==> src/rtl/tx_frame_sched.sv <==
// tx0 frame scheduler: picks the next frame (ARP ahead of test traffic),
// hands it to the generator, enforces the inter-frame gap and keeps the
// per-second test-frame packet/byte statistics.
module tx_frame_sched #(
  parameter int unsigned CLK_HZ  = 156250000,
  parameter int unsigned MIN_LEN = 64,
  parameter int unsigned MAX_LEN = 1518
) (
  input  logic        clk,
  input  logic        rst_n,
  input  logic        tx_enable,
  input  logic        req_arp,
  input  logic [15:0] frame_len,
  input  logic [31:0] inter_frame_gap,
  output logic        gen_req,
  output logic        gen_kind,
  output logic [15:0] gen_len,
  input  logic        gen_ack,
  input  logic        gen_done,
  output logic        arp_ack,
  output logic        busy,
  output logic [31:0] tx_pps,
  output logic [31:0] tx_throughput
);

  localparam logic [15:0] MIN_L   = 16'(MIN_LEN);
  localparam logic [15:0] MAX_L   = 16'(MAX_LEN);
  localparam logic [31:0] WIN_END = 32'(CLK_HZ - 1);

  typedef enum logic [1:0] {IDLE, REQ, WAIT, GAP} state_t;

  typedef struct packed {
    logic        kind;
    logic [15:0] len;
  } frame_req_t;

  state_t      state, state_nxt;
  frame_req_t  req_q, req_nxt;
  logic        arp_q, arp_pend, arp_edge;
  logic        accept, arp_accept, test_accept;
  logic [32:0] gap_calc;
  logic [31:0] gap_calc_min1, gap_cycles, gap_left;
  logic [15:0] len_clamp;
  logic        load_req;
  logic [31:0] win_cnt, pkt_cnt, byte_cnt, pkt_nxt, byte_nxt;
  logic [32:0] byte_sum;
  logic        win_end;

  assign gen_kind    = req_q.kind;
  assign gen_len     = req_q.len;
  assign arp_edge    = req_arp & ~arp_q;
  assign accept      = gen_req & gen_ack;
  assign arp_accept  = accept & req_q.kind;
  assign test_accept = accept & ~req_q.kind;

  // Gap in 8-byte XGMII words, rounded up; 33 bits keeps 0xFFFFFFFF+7 exact.
  assign gap_calc      = ({1'b0, inter_frame_gap} + 33'd7) >> 3;
  assign gap_calc_min1 = (gap_calc == 33'd0) ? 32'd1 : gap_calc[31:0];
  assign len_clamp     = (frame_len < MIN_L) ? MIN_L :
                         (frame_len > MAX_L) ? MAX_L : frame_len;

  // Next-state decode; the frame descriptor only changes on an IDLE decision.
  always_comb begin
    state_nxt = state;
    req_nxt   = req_q;
    load_req  = 1'b0;
    case (state)
      IDLE: begin
        if (arp_pend) begin
          state_nxt = REQ;
          req_nxt   = '{kind: 1'b1, len: MIN_L};
          load_req  = 1'b1;
        end else if (tx_enable) begin
          state_nxt = REQ;
          req_nxt   = '{kind: 1'b0, len: len_clamp};
          load_req  = 1'b1;
        end
      end
      REQ:  if (gen_ack) state_nxt = WAIT;
      WAIT: if (gen_done) state_nxt = GAP;
      GAP:  if (gap_left == 32'd1) state_nxt = IDLE;
      default: state_nxt = IDLE;
    endcase
  end

  // State, registered outputs and gap countdown.
  always_ff @(posedge clk) begin
    if (!rst_n) begin
      state      <= IDLE;
      req_q      <= '0;
      gen_req    <= 1'b0;
      busy       <= 1'b0;
      arp_ack    <= 1'b0;
      gap_cycles <= 32'd1;
      gap_left   <= 32'd1;
    end else begin
      state   <= state_nxt;
      req_q   <= req_nxt;
      gen_req <= (state_nxt == REQ);
      busy    <= (state_nxt != IDLE);
      arp_ack <= arp_accept;
      if (load_req) gap_cycles <= gap_calc_min1;
      if (state == WAIT && gen_done) gap_left <= gap_cycles;
      else if (state == GAP)         gap_left <= gap_left - 32'd1;
    end
  end

  // ARP request edge detect; an edge coinciding with the accept re-arms.
  always_ff @(posedge clk) begin
    if (!rst_n) begin
      arp_q    <= req_arp;
      arp_pend <= 1'b0;
    end else begin
      arp_q    <= req_arp;
      arp_pend <= arp_edge | (arp_pend & ~arp_accept);
    end
  end

  // Saturating per-window counts, including an accept on the current cycle.
  always_comb begin
    byte_sum = {1'b0, byte_cnt} + {17'd0, req_q.len};
    pkt_nxt  = pkt_cnt;
    byte_nxt = byte_cnt;
    if (test_accept) begin
      pkt_nxt  = (pkt_cnt == 32'hFFFF_FFFF) ? pkt_cnt : pkt_cnt + 32'd1;
      byte_nxt = byte_sum[32] ? 32'hFFFF_FFFF : byte_sum[31:0];
    end
  end

  assign win_end = (win_cnt == WIN_END);

  // Free-running window; the last cycle publishes and clears the counts.
  always_ff @(posedge clk) begin
    if (!rst_n) begin
      win_cnt       <= '0;
      pkt_cnt       <= '0;
      byte_cnt      <= '0;
      tx_pps        <= '0;
      tx_throughput <= '0;
    end else begin
      win_cnt <= win_end ? 32'd0 : win_cnt + 32'd1;
      if (win_end) begin
        tx_pps        <= pkt_nxt;
        tx_throughput <= byte_nxt;
        pkt_cnt       <= '0;
        byte_cnt      <= '0;
      end else begin
        pkt_cnt  <= pkt_nxt;
        byte_cnt <= byte_nxt;
      end
    end
  end

endmodule

==> config.mk <==
export PLATFORM = sky130hd
export DESIGN_NAME = tx_frame_sched
export DESIGN_NICKNAME = d
export VERILOG_FILES = /design/src/rtl/tx_frame_sched.sv
export SDC_FILE = /design/constraint.sdc
export NUM_CORES = 1
export LEC_CHECK = 0
export ABC_AREA = 1
export BUFFER_PORTS_ARGS = -buffer_cell sky130_fd_sc_hd__buf_2
export CAP_MARGIN = 20
export CORE_UTILIZATION = 30
export DETAILED_ROUTE_END_ITERATION = 12
export PLACE_DENSITY = 0.52
export SLEW_MARGIN = 20
export SYNTH_ARGS = -nofsm -noshare
export SYNTH_HDL_FRONTEND = slang
export SYNTH_SLANG_ARGS = --single-unit
==> constraint.sdc <==
create_clock -name clk -period 2 [get_ports clk]
set_input_delay 0.4 -clock clk [delete_from_list [all_inputs] [get_ports clk]]
set_output_delay 0.4 -clock clk [all_outputs]
set_load 0.01 [all_outputs]
-- Yosys cells after proc, flatten, opt, wreduce, memory -nomap -nowiden
Index checks and enable logic that the tools add are counted.
- register bits after elaboration: 248
- bits of input ports: 54
- logic and storage cells: 67
- add/sub/neg operators: 5
- magnitude comparators: 2
- equality and inequality tests: 7
- mux-type cells: 20
- bitwise gates (word level): 10
- reductions and logical operators: 8
- operators with widths (kind ; number):
    $mux 32 ; 6
    $add 32x1->32 const B ; 2
    $mux 17 ; 2
    $add 32x16->33 ; 1
    $add 32x3->33 const B ; 1
    $logic_not 33->1 ; 1
    $eq 32x1->1 const B ; 1
    $eq 32x28->1 const B ; 1
    $eq 32x32->1 const B ; 1
    $mux 16 ; 2
    $sub 32x1->32 const B ; 1
    $mux 30 ; 1
    $gt 16x11->1 const B ; 1
    $lt 16x7->1 const B ; 1
    $mux 2 ; 5
    $pmux 2 s4 ; 1
    $reduce_bool 2->1 ; 3
    $and 1x1->1 ; 5
    $eq 2x1->1 const B ; 2
    $eq 2x2->1 const B ; 2
    $not 1->1 ; 4
    $mux 1 ; 3
    $logic_not 2->1 ; 1
    $reduce_and 2->1 ; 1
    other kinds (3) ; 3

-- Logic depth before layout (Yosys ltp)
- word-level depth: 5
- depth in mapped cells: 15

-- Worst setup path before layout
No wires, ideal clock.
- kind: register -> register
- from: reg req_q (netlist bit gen_len[0])
- to: reg tx_throughput[23]
- library setup time: 0.112 ns
- arrival: 1.958 ns
- data required time: 1.888 ns
- setup slack: -0.070 ns
- stages on the path, launching flop included: 14
- cells stage by stage: dfxtp_1 > ha_1 > fa_1 > nand3_1 > nand2_1 > nand2_1 > nand2_1 > nand3_1 > nand2_2 > nand3_1 > buf_2 > nand3_1 > nand2_1 > nand2_1
- cells in the longest elaborated chain, start to end: 3
- ends and longest elaborated chain (element ; line ; text):
    from (decl) ; 38 ; frame_req_t req_q, req_nxt;
    from (signal assigned) ; 98 ; req_q <= req_nxt;
    $add 32x16->33 ; 121 ; byte_sum = {1'b0, byte_cnt} + {17'd0, req_q.len};
    $mux 32 ; 126 ; byte_nxt = byte_sum[32] ? 32'hFFFF_FFFF : byte_sum[31:0];
    $mux 32 ; 124 ; if (test_accept) begin
    to (signal assigned) ; 144 ; tx_throughput <= byte_nxt;
    to (decl) ; 23 ; output logic [31:0] tx_throughput
Every way passes these cells.
A chain may end at the register's enable or synchronous reset.

-- Worst setup path in the final report
- from: reg win_cnt[1]
- to: reg tx_pps[10]
- cells in the longest elaborated chain, start to end: 1
- ends and longest elaborated chain (element ; line ; text):
    from (decl) ; 45 ; logic [31:0] win_cnt, pkt_cnt, byte_cnt, pkt_nxt, byte_nxt;
    from (signal assigned) ; 141 ; win_cnt <= win_end ? 32'd0 : win_cnt + 32'd1;
    $eq 32x28->1 ; 130 ; assign win_end = (win_cnt == WIN_END);
    to (signal assigned) ; 143 ; tx_pps <= pkt_nxt;
    to (decl) ; 22 ; output logic [31:0] tx_pps,
Every way passes these cells.

==> impl_metrics.toml <==
[outcome]
status = "finished with violations"
failing_checks = "setup timing"

[critical_path]
r2r.worst_path.cells = 13
crit_arrival_ns = 2.55
crit_path_cell_trace = "ha_4 > nand2_4 > inv_4 > nand2_4 > nor2_4 > nand4_1 > nor2_2 > buf_12 > inv_4 > nor2_4 > buf_12 > clkbuf_16 > a22o_1"
endpoint_kind = "register"
worstSetupPathType = "reg -> reg"
cell_type_group_with_the_largest_total_delay_on_the_critical_path = "simple AND/OR/NAND/NOR gates"
max_incr_delay_on_cp_ns = 0.35
critical_path.n_buffers_inverters = 5
crit_path_max_fanout = 7
logic_depth_of_the_worst_path_buffers_included = 13
cp.required_ns = 2.51
critical-path-slowest-cell = "dfxtp_2"
crit_path_start_kind = "register"

[pwr]
seq_power_share_pct = 40.3
peakVddDrop_mv = 0.813
power.share.combinational_pct = 13.7
p_leak_nw = 8.26
switching_power_mw = 3.43
power_per_cell_area_nw_per_um2 = 704
post-layout-total-power_mw = 12.9
power_report.internal_total_mw = 9.48
power.clock.fraction_pct = 46.0
sw_frac_of_total_pct = 26.6

[floorplanning]
area_enclosed_by_the_die_boundary_um2 = 44400
fp.dieW_um = 211
floorplan.initialDensity_pct = 30.4
core.rowCount = 76
io-pin-count = 138
vert_die_dim_um = 211
core_um2 = 43000

[drt]
vias = 13552
drc = 0
drtAntennaViolNets = 0
initialDrtViolationCount = 734
dr.pass1.iters = 6
detail_route.wirelength_mm = 42.2
avgRoutedWirePerCell_um = 14.7
detail_route.vias_per_cell = 4.72

[clock_network]
cts_made_buffers = 30
clock_latency_ns = 0.57
cts.path.max_buffers = 3
clkSinkCount = 246
cts-root-buf = "clkbuf_16"
htreeDepth = 1
tritoncts_clock_tree = "yes"
clock_slew_at_the_register_clock_pins_of_the_worst_setup_and_hold_paths_ns = 0.06

[synth]
synthesis.instances = 1948
postSynth.topFlopCell = "dfxtp_1"
postSynthNetCount = 2023
synth.cell_area_um2 = 13100
synth_warnings = 0
synth_enable_flop_cells = 0
yosysTopAreaCell = "dfxtp_1"
synth_sequential_area_ratio_pct = 37.7
netlist_top_cells_area = "dfxtp_1 (38%), nand2_1 (17%), nor2_1 (6.9%), inv_1 (4.6%), a21oi_1 (4.5%)"
syn_area_per_cell_um2 = 6.70
postSynth.asyncResetShare_pct = 0
synth.ff_latch_count = 246
synth_top_area_share_pct = 37.7
synth_cell_types = 60

[timing]
final.period_utilization_pct = 102
slew_violations = 0
max_freq_ghz = 0.491
max_slew_margin_pct = 73.0
setup_viol = 23
totalNegativeSetupSlack_ns = -0.265
timing.final.hold_violations = 0
grt_setup_unrepaired = "true"
fin_worst_skew_ns = 0.0128
worstMarginPinSlew_ns = 0.401
final_worst_setup_slack_ns = -0.0357
final_period_minus_worst_setup_slack_ns = 2.04

[cells_and_area]
mostFrequentLayoutCells = "nand2_1 (514), dfxtp_1 (232), nor2_1 (218), buf_4 (171), inv_1 (158)"
area.growth.synth_to_final_pct = 40.6
nNetsFinal = 2337
layout-drive-gt1-share_pct = 28.9
final_common_cell = "nand2_1"
antenna-diode-count = 0

[run]
cap_violations = 0

[grt]
grt_use_total_pct = 17.7
grt_max_degree = 69
vias_in_the_first_global_route = 12494
grt-ovfl-total = 0
antenna_found_initial = 0
grt_first_pass_wirelength_mm = 64.3

[hold_path]
hold-path-cell-count = 3
hp-class = "in -> reg"

[place]
io_buffer_count = 137
place.gp.congestion = 0.875
dp.final_hpwl_mm = 30.2
## registers in the layout, indices dropped and copies added, names as in the netlist
name           cells
byte_cnt          32
gap_left          32
pkt_cnt           32
tx_pps            32
tx_throughput     32
win_cnt           32
gap_cycles        30
gen_len           16
state              2
arp_ack            1
arp_pend           1
arp_q              1
busy               1
gen_kind           1
gen_req            1
## repair_timing
action,4_1_cts,5_1_grt
setup endpoints to repair,143,137
hold buffers,1,0
hold endpoints to repair,1,0
cloned,4,11
buffers inserted,3,16
pin swaps,10,85
gates resized for setup,54,243
## tightest hold or removal path: cells and delay by family
family                 cells  cell delay [ns]
AOI/OAI and AO/OA          1             0.08
buffers and inverters      2             0.15
## layer usage
layer,share of wire [%],track usage (%),vias up
met5,0,0,-
met4,1.9,4.02,0
met3,4.9,2.58,56
met2,44,27.8,330
met1,49,25.4,6190
li1,-,-,6976
## Yosys cell counts (15+ instances only)
cell      instances
a21oi_1         117
and2_1           19
buf_2            23
clkbuf_1         33
dfxtp_1         246
ha_1             20
inv_1           160
nand2_1         584
nand3_1          98
nand3b_1         18
nand4_1          32
nor2_1          239
nor2_2           15
nor3_1           46
o21ai_0          90
o21ai_1          27
xnor2_1          18
xor2_1           44
## power by group through the flow
stage                     registers [mW]  clock network, mW  logic, mW
final                               5.20               5.95       1.77
after global routing                5.22               6.26       1.94
after CTS                           5.17               6.07       1.56
after detailed placement            5.27                  0       1.48
after global placement              5.27                  0       1.47
after floorplan                     5.24                  0      0.830
## path summary, 6_finish.rpt
kind	from	end	slack (ns)
worst max-delay path	win_cnt[1]$_SDFF_PP0_	tx_pps[10]$_SDFFE_PN0P_	-0.04
worst min-delay path	frame_len[6]	gen_len[6]$_SDFFE_PN0P_	0.09
worst max register to register	win_cnt[1]$_SDFF_PP0_	tx_pps[10]$_SDFFE_PN0P_	-0.04
worst min register to register	tx_pps[17]$_SDFFE_PN0P_	tx_pps[17]$_SDFFE_PN0P_	0.44
## through the flow
step	std cells	hold slack [ns]	instance area, um2	worst slack, ns	utilization (%)
floorplan	1948	0.418	13100	0.0105	-
global placement	2782	0.430	15600	-0.118	36.4
detailed placement	2782	0.435	15600	-0.141	36.4
CTS	2846	0.0707	17100	-0.000593	39.7
global route	2871	0.0965	18300	-0.132	42.7
finish	2871	0.0886	18300	-0.0357	42.7
## cells by family after synthesis
group,Yosys count,synth area share (%)
and+or+nand+nor,1100,36.9
AOI/OAI and AO/OA,286,12.0
DFF,246,37.7
buffers and inverters,231,6.88
xor gates and xnor gates,64,4.41
adders and majority gates,21,2.07
## layout make-up
type | instances | area [um2]
clock inverters | 19 | 239
multi-input cells | 1474 | 8340
repair inverters | 1 | 8.76
clock buffers | 37 | 848
well taps | 585 | 732
fillers | 4496 | 24600
repair buffers | 338 | 2560
inverters | 171 | 677
flip-flops and latches | 246 | 4940
Power figures use the tool's default switching activity.
